### src/rtl/seg_disp_pkg.sv
// Shared constants and helpers for the 7-segment display path.
package seg_disp_pkg;

    localparam int NUM_DIGITS = 4;
    localparam logic [NUM_DIGITS-1:0] AN_ALL_OFF = 4'b1111;

    // Nibble k of value sits at bits [4k+3:4k].
    function automatic logic [3:0] nibble_sel(input logic [15:0] value, input logic [1:0] idx);
        return value[{idx, 2'b00} +: 4];
    endfunction

endpackage

### src/rtl/refresh_tick_gen.sv
// Free-running prescaler: counts 0..DIV-1, tick marks the last cycle of each slot.
module refresh_tick_gen #(
    parameter int DIV = 50000,
    localparam int CW = (DIV > 1) ? $clog2(DIV) : 1
) (
    input  logic          clk,
    input  logic          rst_n,
    output logic [CW-1:0] count,
    output logic          tick
);

    assign tick = (count == CW'(DIV - 1));

    always_ff @(posedge clk) begin
        if (!rst_n)
            count <= '0;
        else if (tick)
            count <= '0;
        else
            count <= count + 1'b1;
    end

endmodule

### src/rtl/seven_seg_scan_mux.sv
// 4-digit common-anode scan multiplexer with frame-aligned double buffering
// and a per-slot blanking window ahead of each lit digit.
module seven_seg_scan_mux
    import seg_disp_pkg::*;
#(
    parameter int REFRESH_DIV  = 50000,
    parameter int BLANK_CYCLES = 500
) (
    input  logic                  clk,
    input  logic                  rst_n,
    input  logic [15:0]           value,
    input  logic                  load,
    input  logic [NUM_DIGITS-1:0] digit_en,
    output logic [3:0]            x,
    output logic [NUM_DIGITS-1:0] an,
    output logic                  frame_start
);

    localparam int CW = (REFRESH_DIV > 1) ? $clog2(REFRESH_DIV) : 1;

    logic [CW-1:0]           count;
    logic [CW-1:0]           count_nxt;
    logic                    tick;
    logic [1:0]              idx;
    logic [1:0]              idx_nxt;
    logic                    wrap;
    logic [15:0]             pending;
    logic                    pending_valid;
    logic [15:0]             active;
    logic [15:0]             active_nxt;
    logic [NUM_DIGITS-1:0]   an_nxt;

    refresh_tick_gen #(.DIV(REFRESH_DIV)) u_tick (
        .clk   (clk),
        .rst_n (rst_n),
        .count (count),
        .tick  (tick)
    );

    // Outputs are decoded from next-state so an/x move on the same edge as idx.
    always_comb begin
        count_nxt  = tick ? '0 : count + 1'b1;
        idx_nxt    = tick ? idx + 2'd1 : idx;
        wrap       = tick && (idx == 2'd3);
        active_nxt = (wrap && pending_valid) ? pending : active;
        an_nxt     = AN_ALL_OFF;
        if ((count_nxt >= CW'(BLANK_CYCLES)) && digit_en[idx_nxt])
            an_nxt[idx_nxt] = 1'b0;
    end

    always_ff @(posedge clk) begin
        if (!rst_n) begin
            idx           <= 2'd0;
            pending       <= 16'h0000;
            pending_valid <= 1'b0;
            active        <= 16'h0000;
            x             <= 4'h0;
            an            <= AN_ALL_OFF;
            frame_start   <= 1'b0;
        end else begin
            idx <= idx_nxt;
            // A load landing on the wrap cycle is kept for the next frame;
            // the wrap itself consumes the previous pending value.
            if (load) begin
                pending       <= value;
                pending_valid <= 1'b1;
            end else if (wrap) begin
                pending_valid <= 1'b0;
            end
            active      <= active_nxt;
            x           <= nibble_sel(active_nxt, idx_nxt);
            an          <= an_nxt;
            frame_start <= wrap;
        end
    end

endmodule

### config.mk
export PLATFORM = sky130hd
export DESIGN_NAME = seven_seg_scan_mux
export DESIGN_NICKNAME = d
export VERILOG_FILES = /design/src/rtl/seg_disp_pkg.sv /design/src/rtl/refresh_tick_gen.sv /design/src/rtl/seven_seg_scan_mux.sv
export SDC_FILE = /design/constraint.sdc
export NUM_CORES = 1
export LEC_CHECK = 0
export ABC_AREA = 1
export ABC_CLOCK_PERIOD_IN_PS = 4850
export CAP_MARGIN = 20
export CORE_ASPECT_RATIO = 1.5
export CORE_MARGIN = 2
export CORE_UTILIZATION = 45
export CTS_BUF_LIST = sky130_fd_sc_hd__clkbuf_2
export DETAILED_ROUTE_END_ITERATION = 6
export DONT_BUFFER_PORTS = 1
export GPL_TIMING_DRIVEN = 0
export PLACE_DENSITY = 0.61
export SETUP_SLACK_MARGIN = 0.1
export SYNTH_ARGS = -nofsm -noshare
export SYNTH_HDL_FRONTEND = slang
export SYNTH_SLANG_ARGS = --single-unit
### constraint.sdc
create_clock -name clk -period 4.85 [get_ports clk]
set_clock_uncertainty 0.2 [all_clocks]
set_input_delay 0.7275 -clock clk [delete_from_list [all_inputs] [get_ports clk]]
set_output_delay 0.7275 -clock clk [all_outputs]
set_load 0.005 [all_outputs]
==> metrics.csv <==
metric,value,unit
part of the Yosys area used for sequential elements,42.6,%
DR vias/cell,4.95,
final setup fails,0,
drt pass-1 iters,6,
DIE AREA,0.00693,mm2
Cell variety after synth,25,
Chip Width,68.7,um
pre-CTS WS,2630,ps
# IOs,32,
nets@finish,437,
"Req. time, crit path",5010,ps
synth warn,0,
Total GRT Usage,20.3,%
"Remaining Overflow, GRT",0,
Critical Path AT,2410,ps
"wirelength, routed",6070,um
largest cells by area after synthesis,"dfxtp_1, nand2_1, nor2_1, nand2_2, a21oi_1",
Yosys top cell area share,42.6,%
Filler cells,634,
ratio of final minimum period to clock period,46.4,%
Port Buffers,0,
worst min path class,in2reg,
Slew @ Worst Pin,543,ps
DP Cell Count,475,
max-cap violation count,0,
setup TNS,0,ps
GP Congestion,0.826,
antenna violations before repair,0,
maximum root-to-sink buffer count,2,
synthesized net count,426,
"Slew Viols, Final",0,
"commonest non-fill, non-tap cell in the layout",nand2_1,
Yosys reg bits,60,
post-cts sizing count,0,
wire length per cell,12.4,um
DR DRC count,0,
peak supply drop,0.000183,V
CP endpoint kind,flip-flop,
CTS tree,done,
# H-tree levels,3,
first-pass GRT wire length,10300,um
row count,35,
Critical Path Most Common Cell,nand2_1,
Lkg Pwr,1.33,nW
postcts setup bufs,0,
nature of the critical path startpoint,flip-flop,
Post-Layout Cell Count,491,
post-route ant nets,0,
via count,2432,
pin count of the biggest net entering global routing,11,
most frequent cells in the layout,"nand2_1, nor2_1, dfxtp_1",
Avg Inst Size Synth,7.04,um2
PwrDens,280,mW/mm2
area grow syn2layout,7.10,%
Slowest cell on crit path,nor2_1,
Fmax,0.444,GHz
Syn Std Cell Area,0.00282,mm2
CP Max Fanout,7,
layout cell share with drive strength beyond 1,14.6,%
Setup WS post-layout,2600,ps
Synth area leader,dfxtp_1,
Initial DRC Count,99,
TritonCTS Buffers,9,
die height,101,um
status,"complete, no violations",
# diodes,0,
"Reg clk slew, reported paths",170,ps
normalized max-slew margin,63.8,%
DP HPWL,4640,um
RSZ-0062 raised after global routing,no,
Mapped Cells,401,
cts hold-fix bufs,0,
CTS Sinks,60,
CP peak stage delay,410,ps
"Critical Path, Cell by Cell",ha_1 -> nand2_2 -> nor2_1 -> nand2_1 -> nand2_1 -> nand3_1 -> a21oi_1 -> nand2_1 -> nand3_1 -> nand4_1,
starting density of the core,46.4,%
vias in the first global route,2375,
crit path kind,reg2reg,
Core ar.,0.00609,mm2
Period minus WS final,2250,ps
Root Driver,clkbuf_2,
final hold violations,0,
"Clk Latency, worst-skew pair",490,ps
## cell usage after synthesis
cell type / count
nor2_1: 76
nor2_2: 8
xnor2_1: 2
dfxtp_1: 60
nand3_1: 19
inv_1: 24
nand2_4: 1
nor2_8: 1
buf_6: 1
nand3_4: 2
clkbuf_1: 7
clkinv_1: 2
buf_12: 1
nand4_1: 7
nand2_1: 117
inv_2: 2
nand2_2: 20
xor2_1: 2
ha_1: 2
o21ai_0: 16
nor2_4: 6
a21oi_1: 19
nand3_2: 3
nor3_1: 1
o21bai_1: 2
## where the power goes
| part | leakage, nW | internal, mW | switching (mW) |
|---|---|---|---|
| Sequential | 0.488 | 0.505 | 0.00794 |
| Clock | 0.0717 | 0.121 | 0.182 |
| Combinational | 0.767 | 0.00985 | 0.0216 |
## stage by stage
stage | util (%) | hold slack (ps) | instance area [um2] | power, mW
2_1_floorplan | - | 230 | 2820 | 0.547
3_3_place_gp | 47.9 | 247 | 2910 | 0.555
3_5_place_dp | 47.9 | 253 | 2910 | 0.556
4_1_cts | 49.6 | 119 | 3020 | 0.859
5_1_grt | 49.6 | 97.6 | 3020 | 0.886
6_report | 49.6 | 156 | 3020 | 0.847
## per-layer routing
| metal | vias up | track usage, % | part of all wire (%) |
|---|---|---|---|
| met5 | - | 0 | 0 |
| met4 | 0 | 10.2 | 2.4 |
| met3 | 13 | 6.15 | 3.0 |
| met2 | 48 | 36.8 | 54 |
| met1 | 1093 | 20.0 | 40 |
| li1 | 1278 | - | - |
## worst max-delay path, delay by kind of cell (launching register included)
kind,cells,cell delay (ps)
flops,1,400
compound gates,1,140
fa+ha+maj,1,240
simple gates,8,1150
## area by class of cell
cell class / instances / area [um2] / area share [%]
multi-input cells: 304 / 1460 / 48.2
flip-flops and latches: 60 / 1200 / 39.8
inverters: 28 / 105 / 3.48
well taps: 74 / 92.6 / 3.06
plain buffers: 9 / 57.6 / 1.90
clock buffers: 11 / 55.1 / 1.82
clock inverters: 5 / 52.6 / 1.74
## kinds of logic (layout without fill, tap and decap cells)
logic type / count (synthesis) / count (layout) / share of synthesized area [%]
and+or+nand+nor: 261 / 261 / 42.8
AOI/OAI and AO/OA: 37 / 37 / 6.74
DFF: 60 / 60 / 42.6
buffers and inverters: 37 / 53 / 5.77
xor gates and xnor gates: 4 / 4 / 1.24
adders and majority gates: 2 / 2 / 0.887
## sequential cells by signal (all words and copies together), names as in the netlist
| register | count |
|---|---|
| u_tick.count | 16 |
| active | 16 |
| pending_valid | 1 |
| idx | 2 |
| an | 4 |
| pending | 16 |
| frame_start | 1 |
| x | 4 |
## worst paths after layout
kind / slack, ps / depth (start not counted) / endpoint / start
min reg2reg: 280 / 2 / active[4]$_SDFF_PN0_ / pending[4]$_SDFFE_PN0P_
max: 2600 / 10 / an[1]$_SDFF_PN1_ / u_tick.count[0]$_SDFF_PN0_
min: 160 / 2 / pending[1]$_SDFFE_PN0P_ / value[1]
max reg2reg: 2600 / 10 / an[1]$_SDFF_PN1_ / u_tick.count[0]$_SDFF_PN0_
No activity file was read; power rests on OpenSTA's default activity.
